**config.mk**
```make
export PLATFORM = sky130hd
export DESIGN_NAME = pwm_output_stage
export DESIGN_NICKNAME = d
export VERILOG_FILES = /design/src/rtl/pwm_output_stage.sv
export SDC_FILE = /design/constraint.sdc
export NUM_CORES = 1
export LEC_CHECK = 0
export ABC_AREA = 1
export ABC_CLOCK_PERIOD_IN_PS = 3400
export CORE_MARGIN = 2
export CORE_UTILIZATION = 30
export CTS_CLUSTER_DIAMETER = 120
export DETAILED_ROUTE_END_ITERATION = 10
export PLACE_DENSITY = 0.54
export SETUP_SLACK_MARGIN = 0.05
export SLEW_MARGIN = 0
export SYNTH_ARGS = -nofsm -noshare
export SYNTH_HDL_FRONTEND = slang
export SYNTH_SLANG_ARGS = --single-unit
```
**constraint.sdc**
```tcl
create_clock -name clk -period 3.4 [get_ports clk]
set_input_delay 0.85 -clock clk [delete_from_list [all_inputs] [get_ports clk]]
set_output_delay 0.85 -clock clk [all_outputs]
set_load 0.01 [all_outputs]
```
**src/rtl/pwm_output_stage.sv**
```systemverilog
// -----------------------------------------------------------------------------
// PwmOutputStage (module pwm_output_stage)
//
// Drives the 16 user output pins from the configuration registers written by
// the SPI register block. A prescaled 8-bit counter generates one shared PWM
// waveform. The duty cycle is held in a shadow register that reloads only when
// the counter wraps, so a period is never cut short or stretched.
//
// Each pin is selected by two enable bits:
//   en_out=0            -> pin low
//   en_out=1, en_pwm=0  -> pin static high
//   en_out=1, en_pwm=1  -> pin follows the PWM waveform
//
// Parameters:
//   PRESCALE         clk cycles per PWM counter step (1..65535)
//
// Ports:
//   clk              system clock, rising edge
//   rst              asynchronous active-high reset
//   en_reg_out_7_0   output enables, pins 7..0
//   en_reg_out_15_8  output enables, pins 15..8
//   en_reg_pwm_7_0   PWM-mode select, pins 7..0
//   en_reg_pwm_15_8  PWM-mode select, pins 15..8
//   pwm_duty_cycle   requested duty (0x00 = 0%, 0xFF = 100%)
//   out              registered pin drive
//   period_start     one-cycle pulse on the first cycle of each PWM period,
//                    aligned with the first pin value derived from count 0
// -----------------------------------------------------------------------------
module pwm_output_stage #(
    parameter int unsigned PRESCALE = 3000
) (
    input  logic        clk,
    input  logic        rst,
    input  logic [7:0]  en_reg_out_7_0,
    input  logic [7:0]  en_reg_out_15_8,
    input  logic [7:0]  en_reg_pwm_7_0,
    input  logic [7:0]  en_reg_pwm_15_8,
    input  logic [7:0]  pwm_duty_cycle,
    output logic [15:0] out,
    output logic        period_start
);

    localparam logic [15:0] PRE_LAST = 16'(PRESCALE - 1);

    logic [15:0] r_preCnt;
    logic [7:0]  r_pwmCnt;
    logic [7:0]  r_dutyQ;
    logic        r_wrapSeen;

    logic        w_tick;
    logic        w_wrap;
    logic        w_pwmRaw;
    logic [15:0] w_enOut;
    logic [15:0] w_enPwm;
    logic [15:0] w_outNext;

    assign w_tick  = (r_preCnt == PRE_LAST);
    assign w_wrap  = w_tick && (r_pwmCnt == 8'hFF);
    assign w_enOut = {en_reg_out_15_8, en_reg_out_7_0};
    assign w_enPwm = {en_reg_pwm_15_8, en_reg_pwm_7_0};

    // 0xFF is special-cased so the top duty value means a solid high level;
    // a plain compare would leave one low step per period.
    assign w_pwmRaw  = (r_dutyQ == 8'hFF) || (r_pwmCnt < r_dutyQ);
    assign w_outNext = w_enOut & (~w_enPwm | {16{w_pwmRaw}});

    // Prescaler: counts 0..PRESCALE-1 and advances the PWM counter on tick.
    always_ff @(posedge clk or posedge rst) begin
        if (rst) begin
            r_preCnt <= '0;
        end else if (w_tick) begin
            r_preCnt <= '0;
        end else begin
            r_preCnt <= r_preCnt + 16'd1;
        end
    end

    // PWM counter wraps naturally from 255 to 0.
    always_ff @(posedge clk or posedge rst) begin
        if (rst) begin
            r_pwmCnt <= '0;
        end else if (w_tick) begin
            r_pwmCnt <= r_pwmCnt + 8'd1;
        end
    end

    // Duty shadow reloads on the wrap edge only, so the new value governs
    // the whole of the next period and the current one is left intact.
    always_ff @(posedge clk or posedge rst) begin
        if (rst) begin
            r_dutyQ <= '0;
        end else if (w_wrap) begin
            r_dutyQ <= pwm_duty_cycle;
        end
    end

    // period_start is delayed twice from the wrap: once to reach the first
    // count-0 cycle, and once more to line up with the registered pins.
    always_ff @(posedge clk or posedge rst) begin
        if (rst) begin
            r_wrapSeen   <= 1'b0;
            period_start <= 1'b0;
        end else begin
            r_wrapSeen   <= w_wrap;
            period_start <= r_wrapSeen;
        end
    end

    // All pins share one register stage so PWM pins stay phase-aligned.
    always_ff @(posedge clk or posedge rst) begin
        if (rst) begin
            out <= '0;
        end else begin
            out <= w_outNext;
        end
    end

endmodule

```
==> impl_metrics.toml <==
[setup_path]
startpoint_type = "flop"
r2r_end = "out[9]"
path_delay_family = "buffers and inverters"
reg2reg_from = "r_pwmCnt[5]"
arrival_ns = 1.18
worst_path_max_delay_cell = "clkdlybuf4s50_1"
worstPathRequired_ns = 2.55
critPathCaptureType = "output pin"
rr_worst_depth = 8
worst-path-max-fanout = 1
path_buf_inv = 1
timing_worst_setup_path_type = "flop to output pin"
cpPeakStageDelay_ns = 0.54
r2r_slack_ns = 1.55
crit_chain = "clkdlybuf4s50_1"

[layout]
diodes = 0
nFillCells = 806
drive_gt1_frac = 0.0836
nets = 409
seqCellArea_sq_um = 1250
synthToLayoutAreaGrowth_pct = 32.0
multiInputGateArea_sq_um = 998

[floorplan]
start_util = 0.306
ios = 59
fp.dieH_um = 95.1
row_count = 33
die_w_um = 95.1
core-area_sq_um = 8130
die_area_sq_um = 9040

[placed_design]
gp_congestion = 0.855
dp_worst_setup_slack_ns = 1.50
hpwlAfterDp_mm = 3.85
port_buffers = 58

[sta]
layout_setup_ws_ns = 1.37
fin_crit_sh = 0.596
finalSetupTns_ns = 0
rsz0062_at_grt = "no"
min_period_ns = 2.03
drv_slew = 0
hold_slack_ns = 0.358
setup_viol = 0
max-slew-margin-rel = 0.591
tightest_slew_ns = 0.612
max_clock_freq_ghz = 0.493
fin_skew_ns = 0.0112
finalHoldViolCount = 0

[yosys]
synthesis.nets = 345
netlist_area_sq_um = 2490
ys_seq_elements = 50
ys_seq_area_frac = 0.503
postSynthAreaPerCell_sq_um = 8.46
synth_cells = 294
synth.distinct_cells = 24
yosysWarnings = 0

[detailed_routing]
routed_wl_mm = 4.97
vias = 1989
final_antenna_net_count = 0
drc_errors = 0
drtIter0Drc = 70
dr.pass1.iters = 4
wire_per_inst_um = 10.7
via_per_inst = 4.29

[grt]
busiest_layer = "met2"
antenna_found_initial = 0
gr-total-overflow = 0
grt_max_degree = 29
grt.total_usage = 0.121
use_met2 = 0.199
grt_pass1_wl_mm = 8.55
use_met3 = 0.0348
grt_pass1_vias = 1871
met1_usage = 0.155

[power_and_ir_drop]
power_leakage_nw = 1.72
ir_worst_vdd_mv = 0.157
p_per_area_nw_per_um2 = 321

[cts]
cts_buffers = 5
cts_resized = 0
cts_setup_buffers = 0
cts_tree = "yes"
clockBufferDepth = 2
path_clk_slew_ns = 0.09
clk_latency_ns = 0.30
holdBufCountCts = 0
clock_sinks = 50
h-tree-depth = 2
cts_root_buf = "clkbuf_8"

[worst_hold_path]
min_path_cells = 0
worstHoldStart = "r_wrapSeen"
hold_end = "period_start"
hp-class = "flop to flop"

[outcome]
status = "finished, final reports clean"

[flow_run]
cap_violations = 0
-- registers in the layout, summed over array words and instances (netlist names) --
register      cells
out              16
r_preCnt         16
r_dutyQ           8
r_pwmCnt          8
period_start      1
r_wrapSeen        1
-- cells in the mapped netlist, drive strengths merged --
| cell type | count | area share |
|---|---|---|
| a21oi | 5 | 0.010 |
| buf | 3 | 0.0085 |
| dfrtp | 50 | 0.50 |
| ha | 9 | 0.045 |
| inv | 58 | 0.087 |
| nand2 | 74 | 0.12 |
| nand3 | 28 | 0.058 |
| nand3b | 1 | 0.0030 |
| nand4 | 6 | 0.015 |
| nor2 | 21 | 0.034 |
| nor3 | 12 | 0.026 |
| nor3b | 1 | 0.0030 |
| nor4 | 2 | 0.011 |
| o21ai | 11 | 0.034 |
| xnor2 | 2 | 0.0070 |
| xor2 | 11 | 0.039 |
-- metrics by stage --
stage,area (sq um),std cells,total power [W],util
after floorplan,2490,294,0.000642,-
after global placement,3190,456,0.000716,0.393
after detailed placement,3190,456,0.000717,0.393
after CTS,3290,464,0.00107,0.404
after global routing,3290,464,0.00110,0.404
final,3290,464,0.00105,0.404
-- cell usage in the layout, fill, tap and decap left out --
master,Yosys,routed
nor2_1,19,19
ha_1,9,9
nor4_1,1,1
dfrtp_1,50,50
nor3b_1,1,1
xor2_1,11,11
clkdlybuf4s50_1,0,58
nor3_2,1,1
clkbuf_1,0,1
o21ai_2,8,8
clkinv_2,0,1
nand3_2,1,1
nand3b_1,1,1
nor4_4,1,1
nand3_1,27,27
nor2_2,2,2
inv_1,55,54
a21oi_1,5,5
nand2_2,4,4
clkbuf_8,0,6
buf_4,0,2
nor3_1,11,11
xnor2_1,2,2
nand4_1,6,6
nand2_1,70,70
inv_2,3,4
o21ai_0,3,3
-- where the power goes --
part           switching (W)  internal (W)
sequential        0.00000252      0.000604
clock               0.000187      0.000164
combinational      0.0000339     0.0000624
total               0.000223      0.000830
-- cell type report --
cell class / instances / area share
inverters: 58 / 0.0663
well taps: 105 / 0.0400
multi-input cells: 183 / 0.304
flip-flops and latches: 50 / 0.381
clock inverters: 1 / 0.00152
repair buffers: 60 / 0.181
clock buffers: 7 / 0.0263
-- layer usage --
layer	vias to the layer above	wire length, um
li1	1040	-
met1	908	2240
met2	33	2430
met3	8	229
met4	0	65
met5	-	0
-- cell families after synthesis --
group / synth area share
AOI/OAI and AO/OA: 0.0442
xor gates and xnor gates: 0.0458
adders and majority gates: 0.0452
buffers and inverters: 0.0960
DFF: 0.503
and+or+nand+nor: 0.266
-- how the worst max path moves through the flow --
stage,startpoint,to,slack (ns),cells past startpoint
2_1_floorplan,rst,out[0],1.35,1
3_3_place_gp,rst,out[12],1.49,3
3_5_place_dp,rst,out[13],1.50,3
4_1_cts,out[15],out[15],1.35,1
5_1_grt,out[4],out[4],1.31,1
6_report,out[0],out[0],1.37,1
No activity file was read; power rests on OpenSTA's default activity.
